===== src/rtl/fetch_unit_if.sv =====
// Fetch unit bus bundle: byte-wide memory read port, instruction handshake to the CPU,
// and the CPU redirect request. The fetch unit uses "master", its environment "slave".
interface fetch_unit_if #(
    parameter int unsigned ADDR_W = 16
);
    logic              mem_rd;
    logic [ADDR_W-1:0] mem_addr;
    logic [7:0]        mem_rdata;

    logic              instr_valid;
    logic              instr_ready;
    logic [ADDR_W-1:0] instr_pc;
    logic [7:0]        instr_opcode;
    logic [7:0]        instr_op1;
    logic [7:0]        instr_op2;
    logic [1:0]        instr_len;

    logic              redirect;
    logic [ADDR_W-1:0] redirect_pc;

    modport master (
        output mem_rd, mem_addr,
        input  mem_rdata,
        output instr_valid, instr_pc, instr_opcode, instr_op1, instr_op2, instr_len,
        input  instr_ready,
        input  redirect, redirect_pc
    );

    modport slave (
        input  mem_rd, mem_addr,
        output mem_rdata,
        input  instr_valid, instr_pc, instr_opcode, instr_op1, instr_op2, instr_len,
        output instr_ready,
        output redirect, redirect_pc
    );
endinterface


===== src/rtl/fetch_unit.sv =====
// Instruction fetch stage: reads opcode plus up to two operand bytes from a byte-wide
// synchronous memory (1-cycle read latency), holds the assembled instruction on a
// valid/ready handshake, and restarts fetching on a CPU redirect.
// Optional feature macro FETCH_OVERLAP_EN: a handshake in HOLD also issues the next opcode
// read, saving one cycle per back-to-back instruction.
module fetch_unit #(
    parameter int unsigned       ADDR_W   = 16,
    parameter logic [ADDR_W-1:0] RESET_PC = '0
) (
    input logic          clk,
    input logic          reset_n,
    fetch_unit_if.master bus
);

    typedef enum logic [2:0] {
        StIssue,
        StCapOpc,
        StCapOp1,
        StCapOp2,
        StHold
    } state_e;

    state_e            state_q, state_d;
    logic [ADDR_W-1:0] fp_q, fp_d;
    logic [ADDR_W-1:0] pc_q, pc_d;
    logic [7:0]        opc_q, opc_d;
    logic [7:0]        op1_q, op1_d;
    logic [7:0]        op2_q, op2_d;
    logic [1:0]        len_q, len_d;
    logic              valid_q, valid_d;
    logic              rd;
    logic              handshake;
    logic [1:0]        rdata_len;

    // Unknown opcodes are treated as 1-byte implied instructions.
    function automatic logic [1:0] len_lookup(input logic [7:0] opc);
        case (opc)
            8'hA2, 8'hA9: len_lookup = 2'd2;
            8'h4C, 8'h8D: len_lookup = 2'd3;
            default:      len_lookup = 2'd1;
        endcase
    endfunction

    assign rdata_len = len_lookup(bus.mem_rdata);
    assign handshake = valid_q && bus.instr_ready;

    // Next-state, fetch pointer and captured-field updates; read strobe decode.
    always_comb begin
        state_d = state_q;
        fp_d    = fp_q;
        pc_d    = pc_q;
        opc_d   = opc_q;
        op1_d   = op1_q;
        op2_d   = op2_q;
        len_d   = len_q;
        valid_d = valid_q;
        rd      = 1'b0;

        if (bus.redirect) begin
            // Any in-flight read data is simply never captured after this.
            fp_d    = bus.redirect_pc;
            state_d = StIssue;
            valid_d = 1'b0;
        end else begin
            unique case (state_q)
                StIssue: begin
                    rd      = 1'b1;
                    fp_d    = fp_q + ADDR_W'(1);
                    pc_d    = fp_q;
                    state_d = StCapOpc;
                end
                StCapOpc: begin
                    opc_d = bus.mem_rdata;
                    len_d = rdata_len;
                    op1_d = 8'h00;
                    op2_d = 8'h00;
                    if (rdata_len > 2'd1) begin
                        rd      = 1'b1;
                        fp_d    = fp_q + ADDR_W'(1);
                        state_d = StCapOp1;
                    end else begin
                        state_d = StHold;
                        valid_d = 1'b1;
                    end
                end
                StCapOp1: begin
                    op1_d = bus.mem_rdata;
                    if (len_q == 2'd3) begin
                        rd      = 1'b1;
                        fp_d    = fp_q + ADDR_W'(1);
                        state_d = StCapOp2;
                    end else begin
                        state_d = StHold;
                        valid_d = 1'b1;
                    end
                end
                StCapOp2: begin
                    op2_d   = bus.mem_rdata;
                    state_d = StHold;
                    valid_d = 1'b1;
                end
                StHold: begin
                    if (handshake) begin
                        valid_d = 1'b0;
`ifdef FETCH_OVERLAP_EN
                        rd      = 1'b1;
                        fp_d    = fp_q + ADDR_W'(1);
                        pc_d    = fp_q;
                        state_d = StCapOpc;
`else
                        state_d = StIssue;
`endif
                    end
                end
                default: state_d = StIssue;
            endcase
        end
    end

    // State and captured-instruction registers with synchronous active-low reset.
    always_ff @(posedge clk) begin
        if (!reset_n) begin
            state_q <= StIssue;
            fp_q    <= RESET_PC;
            pc_q    <= '0;
            opc_q   <= 8'h00;
            op1_q   <= 8'h00;
            op2_q   <= 8'h00;
            len_q   <= 2'd1;
            valid_q <= 1'b0;
        end else begin
            state_q <= state_d;
            fp_q    <= fp_d;
            pc_q    <= pc_d;
            opc_q   <= opc_d;
            op1_q   <= op1_d;
            op2_q   <= op2_d;
            len_q   <= len_d;
            valid_q <= valid_d;
        end
    end

    // No read strobe while reset is asserted, whatever the state register holds.
    assign bus.mem_rd       = rd && reset_n;
    assign bus.mem_addr     = fp_q;
    assign bus.instr_valid  = valid_q;
    assign bus.instr_pc     = pc_q;
    assign bus.instr_opcode = opc_q;
    assign bus.instr_op1    = op1_q;
    assign bus.instr_op2    = op2_q;
    assign bus.instr_len    = len_q;

endmodule

===== src/flat_wrapper.sv =====
// flat-port wrapper written by rule: the top's interface ports become plain ports
module fetch_unit_flat 
#(
    parameter int unsigned       ADDR_W   = 16,
    parameter logic [ADDR_W-1:0] RESET_PC = '0
)
  (clk, reset_n, bus_mem_rd, bus_mem_addr, bus_mem_rdata, bus_instr_valid, bus_instr_pc, bus_instr_opcode, bus_instr_op1, bus_instr_op2, bus_instr_len, bus_instr_ready, bus_redirect, bus_redirect_pc);
  fetch_unit_if #(.ADDR_W(ADDR_W)) bus_i ();
  input logic clk;
  input logic reset_n;
  output wire logic [$bits(bus_i.mem_rd)-1:0] bus_mem_rd;
  output wire logic [$bits(bus_i.mem_addr)-1:0] bus_mem_addr;
  input wire logic [$bits(bus_i.mem_rdata)-1:0] bus_mem_rdata;
  output wire logic [$bits(bus_i.instr_valid)-1:0] bus_instr_valid;
  output wire logic [$bits(bus_i.instr_pc)-1:0] bus_instr_pc;
  output wire logic [$bits(bus_i.instr_opcode)-1:0] bus_instr_opcode;
  output wire logic [$bits(bus_i.instr_op1)-1:0] bus_instr_op1;
  output wire logic [$bits(bus_i.instr_op2)-1:0] bus_instr_op2;
  output wire logic [$bits(bus_i.instr_len)-1:0] bus_instr_len;
  input wire logic [$bits(bus_i.instr_ready)-1:0] bus_instr_ready;
  input wire logic [$bits(bus_i.redirect)-1:0] bus_redirect;
  input wire logic [$bits(bus_i.redirect_pc)-1:0] bus_redirect_pc;
  assign bus_mem_rd = bus_i.mem_rd;
  assign bus_mem_addr = bus_i.mem_addr;
  assign bus_i.mem_rdata = bus_mem_rdata;
  assign bus_instr_valid = bus_i.instr_valid;
  assign bus_instr_pc = bus_i.instr_pc;
  assign bus_instr_opcode = bus_i.instr_opcode;
  assign bus_instr_op1 = bus_i.instr_op1;
  assign bus_instr_op2 = bus_i.instr_op2;
  assign bus_instr_len = bus_i.instr_len;
  assign bus_i.instr_ready = bus_instr_ready;
  assign bus_i.redirect = bus_redirect;
  assign bus_i.redirect_pc = bus_redirect_pc;
  fetch_unit #(.ADDR_W(ADDR_W), .RESET_PC(RESET_PC)) u_core (.clk(clk), .reset_n(reset_n), .bus(bus_i));
endmodule

===== config.mk =====
export PLATFORM = sky130hd
export DESIGN_NAME = fetch_unit_flat
export DESIGN_NICKNAME = d
export VERILOG_FILES = /design/src/rtl/fetch_unit_if.sv /design/src/rtl/fetch_unit.sv /design/src/flat_wrapper.sv
export SDC_FILE = /design/constraint.sdc
export NUM_CORES = 1
export LEC_CHECK = 0
export CAP_MARGIN = 20
export CORE_UTILIZATION = 46
export DETAILED_ROUTE_END_ITERATION = 10
export PLACE_DENSITY = 0.91
export SLEW_MARGIN = 20
export SYNTH_ARGS = -nofsm -noshare
export SYNTH_HDL_FRONTEND = slang
export SYNTH_SLANG_ARGS = --single-unit
export TNS_END_PERCENT = 1

===== constraint.sdc =====
create_clock -name clk -period 2.3 [get_ports clk]
set_input_delay 0.46 -clock clk [delete_from_list [all_inputs] [get_ports clk]]
set_output_delay 0.46 -clock clk [all_outputs]
set_load 0.005 [all_outputs]

**Yosys cells after proc, flatten, opt, wreduce, memory -nomap -nowiden**

Index checks and enable logic that the tools add are counted.

- Bits in registers: 62
- Input bits: 28

- $add $sub $neg: 1
- Magnitude comparators: 1
- Equal/unequal tests: 14
- Mux-type cells: 19
- Bitwise logic cells: 2
- Reductions and logical operators: 16

Operators by type and width:

| operator | count |
|---|---|
| two-way mux 16 bit | 3 |
| one-hot mux 16 bit (3 select lines) | 1 |
| one-hot mux 8 bit (2 select lines) | 2 |
| == test 8 bit (second input constant) | 3 |
| adder 16 x 1 -> 16 bit (second input constant) | 1 |
| one-hot mux 3 bit (5 select lines) | 1 |
| two-way mux 3 bit | 3 |
| == test 8 x 7 -> 1 bit (second input constant) | 1 |
| AND reduction 2 bit | 4 |
| nonzero test 4 bit | 2 |
| == test 3 x 2 -> 1 bit (second input constant) | 2 |
| two-way mux 1 bit | 6 |
| inequality test 3 x 2 -> 1 bit (second input constant) | 2 |
| OR reduction 2 bit | 3 |
| inequality test 2 bit (second input constant) | 2 |
| one-hot mux 1 bit (4 select lines) | 1 |
| one-hot mux 2 bit (2 select lines) | 1 |
| AND reduction 4 bit | 1 |
| nonzero test 2 bit | 2 |
| == test 3 x 1 -> 1 bit (second input constant) | 1 |
| == test 3 bit (second input constant) | 1 |
| zero test 3 bit | 1 |
| one-hot mux 1 bit (3 select lines) | 1 |
| AND reduction 3 bit | 1 |
| 5 further kinds | 7 |

**Depth between registers and ports, before layout**

- Depth after elaboration: 8
- Gate-level depth with buffers: 8

**Worst setup path before layout**

Ideal clock, no wire load.

- Path kind: input -> output
- From: input port bus_redirect
- To: output port bus_mem_rd
- Arrival: 1.600 ns
- Path slack: 0.240 ns
- Stages: 5
- Buffers on the path: 1
- Cell sequence: buf_2 nor4b_4 nor2_4 o221a_4 nor2_1

- Word-level cells in the longest chain between the ends: 2

Ends and longest elaborated chain:

| what | line | text |
|---|---|---|
| start: declaration | flat_wrapper.sv:21 | `input wire logic [$bits(bus_i.redirect)-1:0] bus_redirect;` |
| two-way mux 1 bit | fetch_unit.sv:59 | `if (bus.redirect) begin` |
| logical AND 1 bit | fetch_unit.sv:144 | `assign bus.mem_rd = rd && reset_n;` |
| end: declaration | flat_wrapper.sv:11 | `output wire logic [$bits(bus_i.mem_rd)-1:0] bus_mem_rd;` |

Every way passes these cells.

**Worst setup path in the final report**

Same ends and word-level chain as after synthesis.

==> results.json <==
{
  "yosysWarningCount": 0,
  "grt_max_degree": 50,
  "worstMarginPinSlew_ns": 0.6165,
  "fp-row-count": 27,
  "fmax_mhz": 441.1,
  "dp_cells": 515,
  "grt_pass1_wl_um": 14710,
  "finalPower_mw": 2.688,
  "nets": 492,
  "worst-setup-path-type": "in2out",
  "grt_overflow_total": 0,
  "relSlewSlack_pct": 58.75,
  "fin_util_pct": 75.94,
  "synthTopCellsByArea": "dfxtp_1 (45%), nand2_1 (9.9%), a21oi_1 (7.3%), nor2_1 (3.3%), a32oi_1 (2.9%)",
  "synthArstFlopShare_pct": 0,
  "totalWireLength_um": 9648,
  "gp_congestion": 0.8791,
  "powerDensity_nw_per_um2": 627.5,
  "synth.most_common_cell": "nand2_1",
  "clkTransAtPathRegs_ns": 0.06,
  "pin_count": 88,
  "area_growth_pct": 55.50,
  "vias": 3210,
  "numCtsBuffers": 9,
  "cts.sinks": 62,
  "placed_area_um2": 3958,
  "cts.path.max_buffers": 2,
  "die-height_um": 79.39,
  "final-hold-violation-count": 0,
  "htreeDepth": 3,
  "coreArea_um2": 5642,
  "synth_cell_types": 53,
  "drc": 0,
  "drive_gt1_share_pct": 20.51,
  "netlist.area_leader.share_pct": 45.05,
  "synth_common_cells": "nand2_1 (73), dfxtp_1 (62), a21oi_1 (40)",
  "critPathCaptureType": "output port",
  "syn-num-nets": 361,
  "port_buffers": 87,
  "dp_hpwl_um": 6088,
  "fillers": 353,
  "detail_route.wl_per_cell_um": 17.87,
  "diodes": 0,
  "synth_cells": 332,
  "setup_viol": 0,
  "grt.total_usage_pct": 30.84,
  "finalCriticalPeriod_ns": 2.267,
  "cts_tree": "done",
  "postLayoutCellArea_um2": 4284,
  "initial_core_util_pct": 48.84,
  "synth_edf_count": 0,
  "peakVddDrop_v": 0.0004736,
  "die_x_um": 79.39,
  "synth_largest_area_cell": "dfxtp_1",
  "required_ns": 1.84,
  "finalCritPeriodShare_pct": 98.56,
  "slew_violations": 0,
  "clock_latency_ns": 0.35,
  "ys_ff_latch": 62,
  "path_max_fanout": 5,
  "syn-cell-area_um2": 2755,
  "cap_violations": 0,
  "crit_path_start_kind": "primary input",
  "ant_nets": 0,
  "dieArea_um2": 6303,
  "synth-seq-area-share_pct": 45.05,
  "drt_first_pass_iters": 5,
  "synth_ff_type": "dfxtp_1",
  "syn_avg_cell_area_um2": 8.299,
  "arrival_ns": 1.81,
  "hold_class": "reg2reg",
  "grt_antenna_before_repair": 0,
  "p_leak_nw": 1.598,
  "finalSetupTns_ns": 0,
  "viasPerCell": 5.944,
  "finClkSkew_ns": 0.008974,
  "grt_pass1_vias": 3053,
  "status": "complete, no violations",
  "drtIter0Drc": 355,
  "final_cells": 540,
  "root_buffer": "clkbuf_8"
}
-- state kept, by name, summed over array words and instances, names as in the netlist --
name	flops
u_core.bus.instr_pc	16
u_core.bus.mem_addr	16
u_core.bus.instr_op1	8
u_core.bus.instr_op2	8
u_core.bus.instr_opcode	8
u_core.state_q	3
u_core.bus.instr_len	2
u_core.bus.instr_valid	1
-- logic make-up (layout without fill, tap and decap cells) --
family | Yosys count | count (layout) | share of synthesized area [%]
compound gates | 91 | 91 | 21.89
buf+inv | 28 | 164 | 4.632
simple gates | 141 | 141 | 25.07
mux | 1 | 1 | 0.3633
flops | 62 | 62 | 45.05
xor+xnor | 8 | 8 | 2.543
fa+ha+maj | 1 | 1 | 0.4541
-- per-layer routing --
metal | track usage, % | share of wire [%] | vias to the layer above
met5 | 0 | 0 | -
met4 | 17.82 | 5.5 | 0
met3 | 6.629 | 7.3 | 66
met2 | 51.38 | 48 | 202
met1 | 36.47 | 39 | 1504
li1 | - | - | 1438
-- final timing paths --
| kind | start | end | slack (ns) | cells past startpoint |
|---|---|---|---|---|
| hold / removal | u_core.bus.instr_pc[0] | u_core.bus.instr_pc[0] | 0.45 | 2 |
| setup / recovery | bus_redirect | bus_mem_rd | 0.03 | 7 |
| setup reg to reg | u_core.bus.mem_addr[0] | u_core.bus.mem_addr[14] | 0.30 | 7 |
| hold reg to reg | u_core.bus.instr_pc[0] | u_core.bus.instr_pc[0] | 0.45 | 2 |
-- cell usage in the layout (no fill, tap or decap), types with 4 or more instances in the layout --
cell             Yosys  layout
a21oi_1             40      39
a22oi_1              9       9
a32oi_1              9       9
buf_4                3      47
buf_6                1       4
clkbuf_2             0       6
clkbuf_8             0      12
clkdlybuf4s50_1      0      77
dfxtp_1             62      60
inv_1                9       9
nand2_1             73      73
nand3_1             13      13
nor2_1              24      23
o21ai_0              7       7
o21ai_1              7       7
xnor2_1              4       4
xor2_1               4       4
-- layout make-up --
type	count	area, um^2	area share (%)
Clock buffer	13	168.9	3.943
Clock inverter	3	65.06	1.519
Inverter	9	33.78	0.7886
Multi-Input combinational cell	242	1436	33.53
Sequential cell	62	1244	29.03
Tap cell	72	90.09	2.103
Timing Repair Buffer	139	1246	29.09
-- power by group --
part | switching [mW] | internal, mW | total [mW]
registers | 0.0528 | 1.12 | 1.17
clock network | 0.420 | 0.698 | 1.12
logic | 0.189 | 0.212 | 0.401
total | 0.662 | 2.03 | 2.69
-- metrics by stage --
stage | hold slack [ns] | setup WS [ns]
5_1_grt | 0.4643 | -0.01929
3_3_place_gp | 0.4412 | -0.6514
2_1_floorplan | 0.4483 | 0.2401
6_report | 0.4521 | 0.03304
3_5_place_dp | 0.4472 | -0.6310
4_1_cts | 0.4564 | 0.008186
-- worst max-delay path, stage by stage --
cell           delay (ns)
dlygate4sd2_1        0.33
nor4b_2              0.29
buf_4                0.18
nor2_4               0.04
o221a_4              0.29
nor2_1               0.09
buf_2                0.12
-- what timing repair did --
item,4_1_cts,5_1_grt
hold endpoints to repair,0,0
pin swaps,5,9
hold buffers,0,0
endpoints found under the setup margin,1,16
setup buffers,5,4
resized for setup,24,20
(Power assumes the default switching activity.)
